$ cat src/rtl/cpu_pkg.sv
// Shared definitions for the pipelined core front end: fetch states,
// default widths and the instruction constants the sequencer cares about.
package cpu_pkg;

    localparam int PC_W = 16;

    localparam logic [6:0]  HALT_OP = 7'h7F;
    localparam logic [31:0] NOP     = 32'h0000_0013;

    typedef enum logic [2:0] {
        RESET  = 3'd0,
        FILL   = 3'd1,
        RUN    = 3'd2,
        STALL  = 3'd3,
        REFILL = 3'd4,
        HALT   = 3'd5
    } fetch_state_t;

endpackage

$ cat src/rtl/sat_counter.sv
// Saturating up-counter with synchronous clear.
// Once it reaches all-ones it stays there until cleared.
module sat_counter #(
    parameter int CNT_W = 16
) (
    input  logic             clk,
    input  logic             clear,
    input  logic             inc,
    output logic [CNT_W-1:0] count
);

    localparam logic [CNT_W-1:0] CNT_ONE = {{(CNT_W-1){1'b0}}, 1'b1};

    logic [CNT_W-1:0] r_count;

    always_ff @(posedge clk) begin
        if (clear) begin
            r_count <= '0;
        end else if (inc && (r_count != '1)) begin
            r_count <= r_count + CNT_ONE;
        end
    end

    assign count = r_count;

endmodule

$ cat src/rtl/fetch_ctrl.sv
// Front-end sequencer: drives pc load, instruction-memory read and IF/ID
// enable/flush through start-up fill, stalls, redirects and halt.
module fetch_ctrl #(
    parameter int         PC_W    = cpu_pkg::PC_W,
    parameter logic [6:0] HALT_OP = cpu_pkg::HALT_OP,
    parameter int         CNT_W   = 16
) (
    input  logic             clk,
    input  logic             rst,
    input  logic             stall_req,
    input  logic             redirect_valid,
    input  logic [PC_W-1:0]  redirect_pc,
    input  logic [6:0]       id_opcode,
    output logic             pc_en,
    output logic [PC_W-1:0]  pc_next,
    output logic             imem_rden,
    output logic             ifid_en,
    output logic             ifid_flush,
    output logic             id_valid,
    output logic             halted,
    output logic [CNT_W-1:0] bubble_cnt
);

    import cpu_pkg::*;

    localparam logic [PC_W-1:0] PC_ONE = {{(PC_W-1){1'b0}}, 1'b1};

    fetch_state_t r_state;
    fetch_state_t w_state_next;

    logic [PC_W-1:0] r_pc_q;
    logic [PC_W-1:0] r_redir_next;
    logic            r_id_valid;

    logic            w_pc_en;
    logic [PC_W-1:0] w_pc_next;
    logic            w_imem_rden;
    logic            w_ifid_en;
    logic            w_ifid_flush;
    logic            w_redir_load;
    logic            w_bub_inc;
    logic            w_bub_clear;
    logic            w_halt_hit;

    assign w_halt_hit = r_id_valid && (id_opcode == HALT_OP);

    always_ff @(posedge clk) begin
        if (!rst) begin
            r_state <= RESET;
        end else begin
            r_state <= w_state_next;
        end
    end

    // Priority inside the active states: redirect > halt > stall > run.
    // A stall in FILL/REFILL freezes that one-cycle state in place.
    always_comb begin
        w_state_next = r_state;
        w_pc_en      = 1'b0;
        w_pc_next    = r_pc_q + PC_ONE;
        w_imem_rden  = 1'b0;
        w_ifid_en    = 1'b0;
        w_ifid_flush = 1'b0;
        w_redir_load = 1'b0;
        w_bub_inc    = 1'b0;
        case (r_state)
            RESET: begin
                w_pc_next    = '0;
                w_ifid_en    = 1'b1;
                w_ifid_flush = 1'b1;
                w_state_next = FILL;
            end
            HALT: begin
                w_state_next = HALT;
            end
            default: begin
                if (redirect_valid) begin
                    w_pc_en      = 1'b1;
                    w_pc_next    = redirect_pc;
                    w_imem_rden  = 1'b1;
                    w_ifid_en    = 1'b1;
                    w_ifid_flush = 1'b1;
                    w_redir_load = 1'b1;
                    w_bub_inc    = !r_id_valid && (r_state != FILL);
                    w_state_next = REFILL;
                end else if (w_halt_hit) begin
                    w_state_next = HALT;
                end else if (stall_req) begin
                    w_state_next = ((r_state == FILL) || (r_state == REFILL)) ? r_state : STALL;
                end else begin
                    w_pc_en      = 1'b1;
                    w_imem_rden  = 1'b1;
                    w_ifid_en    = 1'b1;
                    w_bub_inc    = !r_id_valid && (r_state != FILL);
                    w_state_next = RUN;
                    if (r_state == FILL) begin
                        w_ifid_flush = 1'b1;
                    end else if (r_state == REFILL) begin
                        w_ifid_flush = 1'b1;
                        w_pc_next    = r_redir_next;
                    end
                end
            end
        endcase
    end

    always_ff @(posedge clk) begin
        if (!rst) begin
            r_pc_q       <= '0;
            r_redir_next <= '0;
            r_id_valid   <= 1'b0;
        end else begin
            if (w_pc_en) begin
                r_pc_q <= w_pc_next;
            end
            if (w_redir_load) begin
                r_redir_next <= redirect_pc + PC_ONE;
            end
            if (w_ifid_en) begin
                r_id_valid <= !w_ifid_flush;
            end
        end
    end

    assign w_bub_clear = !rst;

    sat_counter #(
        .CNT_W (CNT_W)
    ) u_bubble_cnt (
        .clk   (clk),
        .clear (w_bub_clear),
        .inc   (w_bub_inc),
        .count (bubble_cnt)
    );

    assign pc_en      = w_pc_en;
    assign pc_next    = w_pc_next;
    assign imem_rden  = w_imem_rden;
    assign ifid_en    = w_ifid_en;
    assign ifid_flush = w_ifid_flush;
    assign id_valid   = r_id_valid;
    assign halted     = (r_state == HALT);

endmodule

$ cat config.mk
export PLATFORM = sky130hd
export DESIGN_NAME = fetch_ctrl
export DESIGN_NICKNAME = d
export VERILOG_FILES = /design/src/rtl/cpu_pkg.sv /design/src/rtl/sat_counter.sv /design/src/rtl/fetch_ctrl.sv
export SDC_FILE = /design/constraint.sdc
export NUM_CORES = 1
export LEC_CHECK = 0
export BUFFER_PORTS_ARGS = -buffer_cell sky130_fd_sc_hd__buf_2
export CAP_MARGIN = 5
export CORE_MARGIN = 2
export CORE_UTILIZATION = 33
export DETAILED_ROUTE_END_ITERATION = 6
export PLACE_DENSITY = 0.52
export SLEW_MARGIN = 5
export SYNTH_ARGS = -nofsm -noshare
export SYNTH_HDL_FRONTEND = slang
export SYNTH_HIERARCHICAL = 1
export SYNTH_SLANG_ARGS = --single-unit
$ cat constraint.sdc
create_clock -name clk -period 2 [get_ports clk]
set_clock_uncertainty 0.15 [all_clocks]
set_input_delay 0.4 -clock clk [delete_from_list [all_inputs] [get_ports clk]]
set_output_delay 0.4 -clock clk [all_outputs]
set_load 0.05 [all_outputs]
### Word level (Yosys, flattened, before mapping)

Cells that the tools add are included.

* add/subtract/negate cells: 3
* eq/ne operators: 7
* multiplexer cells: 28
* reduce and logical (&&, ||, !) cells: 8

Operators with widths (count)
* $mux 16: 5
* $add 16x1->16 const B: 3
* $pmux 16 s2: 1
* $ne 16x16->1 const B: 1
* $mux 1: 15
* $mux 3: 4
* $eq 7x7->1 const B: 1
* $eq 3x3->1 const B: 2
* $ne 6x5->1 const B: 1
* $pmux 3 s2: 1
* $pmux 1 s2: 2
* $eq 3x1->1 const B: 1
* $logic_and 1x1->1: 3
* $logic_not 3->1: 1
* $ne 3x1->1 const B: 1
* $logic_not 1->1: 2
* $reduce_or 2->1: 1
* $logic_or 1x1->1: 1

* register bits: 52
* bits of input ports: 27
* output and inout port bits: 38
* word-level logic and storage cells: 51

### Longest topological paths before layout

Gate-level depths: netlist of the first run.

* depth in word-level cells: 8
* mapped depth: 7
* mapped depth without buffers: 7

### Hierarchy

Netlist of the first run, hierarchy kept.

Modules (own cells, without submodules)
* fetch_ctrl: times used 1, cells each 280, area an instance 2364.8 µm², sequential area each 720.7 µm²
* sat_counter: times used 1, cells each 99, area an instance 848.3 µm², sequential area each 320.3 µm²

### Worst setup path after synthesis of the first run

OpenSTA, ideal clock, no wires.

* path type: flip-flop to output port
* start point: reg r_id_valid, in the netlist id_valid
* end point: out pc_next[13]
* arrival time: 2.691 ns
* data required time: 1.450 ns
* setup slack: -1.241 ns
* stages on the path, launching flop included: 6
* buffers on the path: 1
* cell sequence: dfxtp_1 > nand4_1 > o211ai_1 > a31oi_4 > buf_4 > o21ai_0

* cells in the longest elaborated chain, start to end: 4

RTL lines
* start, declared: RTL line fetch_ctrl.sv:33 `logic r_id_valid;`
* start signal, assigned: RTL line fetch_ctrl.sv:120 `r_id_valid <= !w_ifid_flush;`
* $logic_and 1x1->1: RTL line fetch_ctrl.sv:45 `assign w_halt_hit = r_id_valid && (id_opcode == HALT_OP);`
* $mux 16: RTL line fetch_ctrl.sv:86 `end else if (w_halt_hit) begin`
* $mux 16: RTL line fetch_ctrl.sv:77 `if (redirect_valid) begin`
* $pmux 16 s2: RTL line fetch_ctrl.sv:66 `case (r_state)`
* end, declared: RTL line fetch_ctrl.sv:15 `output logic [PC_W-1:0] pc_next,`

No other way between the ends.

### Worst setup path in the final report of the first run

* start point: reg r_state[2]
* end point: out pc_next[1]

* cells in the longest elaborated chain, start to end: 7
* elaborated cells between the ends (all ways): 10
* classes of those cells: eq/ne (3); mux (6); reduce/logical (1)

RTL lines
* start, declared: RTL line fetch_ctrl.sv:28 `fetch_state_t r_state;`
* start signal, assigned: RTL line fetch_ctrl.sv:51 `r_state <= w_state_next;`
* $eq 3x3->1: RTL line fetch_ctrl.sv:98 `end else if (r_state == REFILL) begin`
* $mux 16: RTL line fetch_ctrl.sv:98
* $mux 16: RTL line fetch_ctrl.sv:96 `if (r_state == FILL) begin`
* $mux 16: RTL line fetch_ctrl.sv:88 `end else if (stall_req) begin`
* $mux 16: RTL line fetch_ctrl.sv:86
* $mux 16: RTL line fetch_ctrl.sv:77
* $pmux 16 s2 (*): RTL line fetch_ctrl.sv:66

Every way passes the cells marked *; elsewhere a longest branch is shown, timed or not.

==> results_dict.tcl, run 1 <==
set metrics [dict create \
    path_cells "buf_6, xnor2_4, nand2_2, a31o_2, a222oi_1, buf_4, inv_2, buf_8" \
    drtAntennaViolNets 0 \
    cts_root_buffer "clkbuf_8" \
    die_area_um2 10500 \
    setup_viol 37 \
    mostFrequentLayoutCell "buf_4" \
    clock_path_buffers 2 \
    syn_avg_cell_area_um2 8.48 \
    core-area_um2 9590 \
    h-tree-depth 2 \
    ys_types 63 \
    ys.flop_type "dfxtp_1" \
    maxSlewHeadroom_pct 67.7 \
    outcome "finished with violations" \
    cts.sinks 52 \
    ys_top_cells_by_area "dfxtp_1, xnor2_1, o21ai_0" \
    setup_ws_ns -0.632 \
    worstMarginPinSlew_ns 0.481 \
    antenna_found_initial 0 \
    initial_core_util_pct 33.5 \
    cts.clk_slew.worst_paths_ns 0.11 \
    drv_cap 0 \
    antenna_cells 0 \
    setup_tns_ns -14.74 \
    cpMaxStageDelayCell "dfxtp_4" \
    synth_async_sr_flop_share_pct 0 \
    synth_area_um2 3210 \
    violations "negative setup slack" \
    fin_nets 564 \
    routed_wl_um 10700 \
    ys_ff_latch 52 \
    num_vias 3528 \
    synth_edf_count 0 \
    placed_cell_area_um2 4440 \
    final_max_slew_viol_count 0 \
    crit_family "compound AO/OA/AOI/OAI gates" \
    numPlacedInstances 633 \
    p_leak_uw 0.00207 \
    wl_per_cell_um 16.1 \
    hp-class "input port to flop" \
    fin_cells 668 \
    power.density_nw_per_um2 697 \
    overflow 0 \
    drc_errors 0 \
    ys.warnings.count 6 \
    critPathMaxFanout 3 \
    grt_max_degree 30 \
    portBuffers 64 \
    grt_pass1_vias 3325 \
    peakVddDrop_mv 0.441 \
    track_usage_pct 20.3 \
    min_period_over_period_pct 132 \
    hold-worst-slack_ns 0.201 \
    synth_top_cell_area_share_pct 32.4 \
    syn_to_final_growth_pct 65.3 \
    synth_top_area_cell "dfxtp_1" \
    chipWidth_um 103 \
    layout-drive-gt1-share_pct 52.7 \
    final_cell_mix "buf_4, buf_2, dfxtp_1" \
    netlist_instances 379 \
    fin_crit_ns 2.63 \
    vias_per_cell 5.28 \
    clkLatencyLatePin_ns 0.31 \
    cts-buffers-inserted 5 \
    slowest_delay_ns 0.37 \
    ys_seq_area_share_pct 32.4 \
    hold_violations 0 \
    io_pins 65 \
    rsz0062_at_grt "yes" \
    firstDrtPassIters 6 \
    critPathCaptureType "output port" \
    cp_num_buf_inv 4 \
    hold_buffers 0 \
    rows 36 \
    drt_iter0_drc 120 \
    cp.arrival_ns 2.08 \
    fmax_ghz 0.380 \
    syn_nets 409 \
    tritoncts "yes" \
    stdcell_area_um2 5310 \
    start_kind "flop" \
    required_ns 1.45 \
    hpwl_um 7310 \
    grt_pass1_wl_um 16800 \
    post-place-ws_ns -0.492 \
    fp.dieH_um 103 \
    crit_type "flop to output port" \
    gp_congestion 0.806 \
]
layer usage:
| layer | GRT usage (%) | share of wire, % | vias to the layer above |
|---|---|---|---|
| met5 | 0 | 0 | - |
| met4 | 3.59 | 1.4 | 0 |
| met3 | 3.05 | 4.4 | 10 |
| met2 | 36.0 | 50 | 77 |
| met1 | 26.2 | 44 | 1703 |
| li1 | - | - | 1738 |
final cells by class:
class	instances	area (um^2)
Clock inverter	1	8.76
Tap cell	133	166
Inverter	14	57.6
Fill cell	851	4280
Clock buffer	7	97.6
Multi-Input combinational cell	291	2430
Timing Repair Buffer	170	1490
Sequential cell	52	1060
sequential cells by signal (all words and copies together) (netlist names):
name,flops
id_valid,1
u_bubble_cnt/count,16
r_pc_q,16
r_state,3
r_redir_next,16
where the power goes:
group,internal [uW],switching (uW),total (uW)
Combinational,841,914,1750
Sequential,1140,87.6,1230
Clock,329,386,716
Total,2310,1390,3700
final timing paths:
kind | cells after the start | end | startpoint | slack (ns)
worst max-delay path | 8 | pc_next[1] | r_state[2] | -0.63
worst min-delay path | 2 | r_redir_next[0] | redirect_pc[0] | 0.20
worst max register to register | 13 | r_pc_q[13] | r_state[2] | -0.35
worst min register to register | 2 | r_redir_next[2] | r_redir_next[2] | 0.36
synth_stat cells (all sizes together) (2+ instances only):
cell type	n
a211oi	8
a21oi	27
a22oi	14
and2	3
and3	4
and4	7
buf	11
clkbuf	11
dfxtp	52
ha	3
inv	13
mux2i	2
nand2	19
nand3	19
nand4	12
nor2	20
nor2b	4
nor3	11
nor4	8
o21ai	45
o21ba	11
o22a	2
o22ai	3
o311ai	2
o31ai	8
or3	3
or4	7
xnor2	20
xor2	11
cells by family (layout without fill, tap and decap cells):
logic type                 Yosys count  count (layout)  synth area share [%]
AOI/OAI and AO/OA                  130             130                  29.5
adders and majority gates            3               3                  1.17
xor gates and xnor gates            31              31                  8.45
DFF                                 52              52                  32.4
buffers and inverters               36             192                  4.91
and+or+nand+nor                    124             124                  22.6
muxes                                3               3                 0.974
worst register-to-register path, cell delays in order (launching register included):
cell and delay (ns):
dfxtp_4 0.37, buf_6 0.12, xnor2_4 0.21, nand2_2 0.10, buf_6 0.14, buf_6 0.11
o21ai_4 0.07, inv_4 0.08, buf_6 0.12, buf_6 0.10, buf_6 0.12, buf_8 0.13
nand4_1 0.07, or3b_1 0.35
timing repair:
item | 4_1_cts | 5_1_grt
endpoints found under the hold margin | 0 | 0
setup buffers | 20 | 12
pin swaps | 20 | 21
gates resized for setup | 111 | 38
setup endpoints to repair | 41 | 49
gates cloned | 5 | 1
through the flow:
stage          power, uW  util [%]
2_1_floorplan       2060         -
3_3_place_gp        2540      46.3
3_5_place_dp        2550      46.3
4_1_cts             3690      53.9
5_1_grt             3880      55.4
6_report            3700      55.4
No activity file was read; power rests on OpenSTA's default activity.
==> run 2, diff against run 1 <==
--- a/config.mk
+++ b/config.mk
@@ -10,7 +10,7 @@
 export CORE_MARGIN = 2
 export CORE_UTILIZATION = 33
 export DETAILED_ROUTE_END_ITERATION = 6
-export PLACE_DENSITY = 0.52
+export PLACE_DENSITY = 0.51
 export SLEW_MARGIN = 5
 export SYNTH_ARGS = -nofsm -noshare
 export SYNTH_HDL_FRONTEND = slang
==> constraint.sdc (replaced) <==
create_clock -name clk -period 3.35 [get_ports clk]
set_clock_uncertainty 0.15 [all_clocks]
set_input_delay 0.67 -clock clk [delete_from_list [all_inputs] [get_ports clk]]
set_output_delay 0.67 -clock clk [all_outputs]
set_load 0.05 [all_outputs]
==> run 2 against run 1 <==
Net effect:
- register-to-register slack improved by 1.4 ns
- global-route usage decreased by 3.5 points
- combinational power decreased by 66%
- power decreased by 54%
- setup slack improved by 0.85 ns
- the flow now finishes without violations
- core utilization decreased by 15 points
- sequential power decreased by 39%
- via count decreased by 13%
- die area unchanged
==> results_dict.tcl, run 2 (synthesis results as in run 1) <==
set metrics [dict create \
    hp-class "flop to flop" \
    p_leak_uw 0.00142 \
    cts_root_buffer "clkbuf_8" \
    final_max_slew_viol_count 0 \
    min_from "r_redir_next[4]" \
    clock_path_buffers 2 \
    drtAntennaViolNets 0 \
    min_period_over_period_pct 93.4 \
    start_kind "input port" \
    maxSlewHeadroom_pct 40.3 \
    outcome "complete, no violations" \
    critPathMaxFanout 15 \
    tritoncts "yes" \
    r2r_end "u_bubble_cnt/count[11]" \
    peakVddDrop_mv 0.185 \
    track_usage_pct 16.8 \
    num_vias 3072 \
    initial_core_util_pct 33.5 \
    setup_viol 0 \
    rrSetupSlack_ns 1.09 \
    routed_wl_um 8720 \
    worstMarginPinSlew_ns 0.888 \
    timing.rr.start "r_state[2]" \
    chipWidth_um 103 \
    cts-buffers-inserted 5 \
    fin_crit_ns 3.13 \
    drt_iter0_drc 172 \
    vias_per_cell 5.33 \
    layout-drive-gt1-share_pct 27.1 \
    fp.dieH_um 103 \
    power.density_nw_per_um2 441 \
    io_pins 65 \
    fmax_ghz 0.320 \
    die_area_um2 10500 \
    core-area_um2 9590 \
    setup_ws_ns 0.222 \
    post-place-ws_ns 0.230 \
    rows 36 \
    wl_per_cell_um 15.1 \
    grt_pass1_wl_um 14200 \
    hold_buffers 0 \
    gp_congestion 0.818 \
    final_util_pct 40.1 \
    drv_cap 0 \
    portBuffers 64 \
    antenna_found_initial 0 \
    grt_max_degree 40 \
    crit_type "input port to output port" \
    hold_depth 2 \
    required_ns 2.53 \
    clkLatencyLatePin_ns 0.31 \
    r2r_cells 6 \
    syn_to_final_growth_pct 19.6 \
    cts.clk_slew.worst_paths_ns 0.10 \
    grt_pass1_vias 2811 \
    placed_cell_area_um2 3690 \
    hpwl_um 6220 \
    rsz0062_at_grt "no" \
    cp.arrival_ns 2.31 \
    cts.sinks 52 \
    stdcell_area_um2 3840 \
    drc_errors 0 \
    fin_nets 473 \
    h-tree-depth 2 \
    mostFrequentLayoutCell "buf_2" \
    hold_violations 0 \
    overflow 0 \
    hold_path_end "r_redir_next[4]" \
    critPathCaptureType "output port" \
    antenna_cells 0 \
    final_cell_mix "buf_2, dfxtp_1, o21ai_0" \
    firstDrtPassIters 4 \
]
==> run 2: what timing repair did <==
item,CTS,global route
buffers inserted,0,7
gates resized for setup,0,1
endpoints found under the hold margin,0,0
endpoints found under the setup margin,0,7
==> run 2: per-layer routing <==
metal	track usage [%]	up-vias	part of all wire, %
li1	-	1546	-
met1	24.6	1476	51
met2	25.3	41	45
met3	2.44	9	2.9
met4	5.13	0	1.4
met5	0	-	0
==> run 2: worst max-delay path by stage <==
| stage | end | startpoint |
|---|---|---|
| 2_1_floorplan | pc_next[13] | id_valid |
| 3_3_place_gp | pc_next[4] | stall_req |
| 3_5_place_dp | pc_next[4] | stall_req |
| 4_1_cts | pc_next[2] | r_state[2] |
| 5_1_grt | pc_next[14] | r_pc_q[0] |
| 6_report | pc_next[4] | stall_req |
==> run 2: power breakdown <==
part | internal [uW] | total, uW | switching (uW)
logic | 206 | 589 | 382
clock network | 142 | 360 | 217
registers | 682 | 745 | 63.4
==> run 2: critical path: stages <==
cell      delay (ns)
buf_2           0.15
or4b_4          0.50
a211oi_4        0.26
buf_12          0.19
a22oi_1         0.10
o21ai_0         0.12
buf_2           0.31
==> run 2: layout make-up <==
type,instances,area (um^2)
inverters,14,52.6
clock inverters,2,12.5
repair buffers,79,470
clock buffers,5,68.8
well taps,133,166
multi-input cells,291,2030
flip-flops and latches,52,1040
fillers,1004,5750
==> run 2: stage by stage <==
step | power [uW] | hold slack (ns) | std cells | setup TNS [ns]
after floorplan | 1170 | 0.311 | 379 | -0.678
after global placement | 1310 | 0.327 | 562 | 0
after detailed placement | 1320 | 0.339 | 562 | 0
after CTS | 1690 | 0.362 | 569 | 0
after global routing | 1790 | 0.394 | 576 | 0
final | 1690 | 0.359 | 576 | 0
==> run 3, diff against run 2 <==
--- a/config.mk
+++ b/config.mk
@@ -11,6 +11,7 @@
 export CORE_UTILIZATION = 33
 export DETAILED_ROUTE_END_ITERATION = 6
 export PLACE_DENSITY = 0.51
+export REMOVE_ABC_BUFFERS = 1
 export SLEW_MARGIN = 5
 export SYNTH_ARGS = -nofsm -noshare
 export SYNTH_HDL_FRONTEND = slang
==> run 3 against run 2 <==
Net effect:
- sequential power about the same
- critical endpoint is now pc_next[1]
- via count is 1.4% higher
- first-iteration DRC count fell by 15%
- die area unchanged
- maximum frequency down 1.4%
- largest power group unchanged
- wire length increased by 1.4%
- sequential share of layout area down 0.36 points
==> results_dict.tcl, run 3 (synthesis results as in run 1) <==
set metrics [dict create \
    p_leak_uw 0.00145 \
    grtUsageMet3_pct 2.51 \
    routed_wl_um 8840 \
    maxSlewHeadroom_pct 46.4 \
    peakVddDrop_mv 0.188 \
    fin_cells 579 \
    fin_total_pwr_uw 1790 \
    layout-drive-gt1-share_pct 27.4 \
    grt_pass1_wl_um 14700 \
    fin_nets 475 \
    start_kind "flop" \
    vias_per_cell 5.38 \
    portBuffers 64 \
    firstDrtPassIters 4 \
    cp.arrival_ns 2.35 \
    die_area_um2 10500 \
    ff_latch_area_um2 1040 \
    critPathMaxFanout 7 \
    drc_errors 0 \
    tritoncts "yes" \
    crit_type "flop to output port" \
    setup_viol 0 \
    use_met1_pct 22.4 \
    wl_per_cell_um 15.3 \
    final_cell_mix "buf_2, dfxtp_1, o21ai_0" \
    required_ns 2.53 \
    fmax_ghz 0.315 \
    fin_crit_ns 3.17 \
    multi_input_area_um2 2030 \
    path_cells "nor2b_2, o211ai_1, a31o_2, a222oi_1, inv_1, buf_2" \
    final_max_slew_viol_count 0 \
    met2_usage_pct 30.7 \
    clkLatencyLatePin_ns 0.30 \
    chipWidth_um 103 \
    clock_path_buffers 2 \
    worstMarginPinSlew_ns 0.797 \
    grt_most_used_layer "met2" \
    outcome "complete, no violations" \
    cts-resized-gates 0 \
    cts.clk_slew.worst_paths_ns 0.10 \
    grt_max_degree 32 \
    rows 36 \
    drt_iter0_drc 147 \
    grt_pass1_vias 2998 \
    h-tree-depth 2 \
    cts.sinks 52 \
    fill_cells 1008 \
    cts-buffers-inserted 5 \
    initial_core_util_pct 33.5 \
    mostFrequentLayoutCell "buf_2" \
    hpwl_um 6430 \
    numPlacedInstances 567 \
    io_pins 65 \
    slowest_delay_ns 0.47 \
    gp_congestion 0.830 \
    drv_cap 0 \
    cts_root_buffer "clkbuf_8" \
    fp.dieH_um 103 \
    critPathCaptureType "output port" \
    final_util_pct 40.6 \
    min_period_over_period_pct 94.7 \
    power.density_nw_per_um2 460 \
    hold_violations 0 \
    num_vias 3115 \
    hp-class "flop to flop" \
    drtAntennaViolNets 0 \
    antenna_found_initial 0 \
    cpMaxStageDelayCell "dfxtp_1" \
    syn_to_final_growth_pct 21.2 \
    rsz0062_at_grt "no" \
    core-area_um2 9590 \
    overflow 0 \
    antenna_cells 0 \
    track_usage_pct 17.5 \
]
==> run 3: cell count changes in the layout (fill, tap and decap cells not counted), sizes merged <==
cell / change
buf: +2
bufinv: +1
==> run 3: area by class of cell <==
cell class,count,share of cell area (%)
Multi-Input combinational cell,291,52.0
Tap cell,133,4.27
Clock inverter,3,1.09
Sequential cell,52,26.7
Clock buffer,5,1.77
Timing Repair Buffer,81,12.8
Inverter,14,1.35
==> run 3: path summary, 6_finish.rpt <==
| path | startpoint | to | slack (ns) | depth (start not counted) |
|---|---|---|---|---|
| worst min register to register | r_redir_next[2] | r_redir_next[2] | 0.35 | 2 |
| worst max register to register | r_state[0] | u_bubble_cnt/count[11] | 1.14 | 7 |
| worst max-delay path | r_state[2] | pc_next[1] | 0.18 | 6 |
| worst min-delay path | r_redir_next[2] | r_redir_next[2] | 0.35 | 2 |
==> run 3: per-stage QoR <==
stage	hold slack (ns)	area (um^2)	setup WS (ns)	TNS (ns)
final	0.351	3890	0.179	0
after global routing	0.393	3890	0.00245	0
after CTS	0.361	3840	0.0922	0
after detailed placement	0.341	3730	0.231	0
after global placement	0.332	3730	0.245	0
after floorplan	0.311	3110	-1.12	-19.24
==> run 3: worst max-delay path, delay by kind of cell, from the launching register on <==
family                 cells  cell delay [ns]
AOI/OAI and AO/OA          3             1.01
DFF                        1             0.47
buffers and inverters      2             0.29
and+or+nand+nor            1             0.27
==> run 3: layer usage <==
| metal | up-vias | wire (um) |
|---|---|---|
| li1 | 1562 | - |
| met1 | 1484 | 4060 |
| met2 | 63 | 4340 |
| met3 | 6 | 335 |
| met4 | 0 | 109 |
| met5 | - | 0 |
==> run 3: report_power, final <==
part	total (uW)	internal [uW]	switching, uW
registers	744	682	62.6
clock network	448	222	226
logic	599	216	383
total	1790	1120	671
==> run 3: timing repair <==
item,in CTS,in global routing
setup buffers,0,4
hold buffers,0,0
setup endpoints to repair,0,6
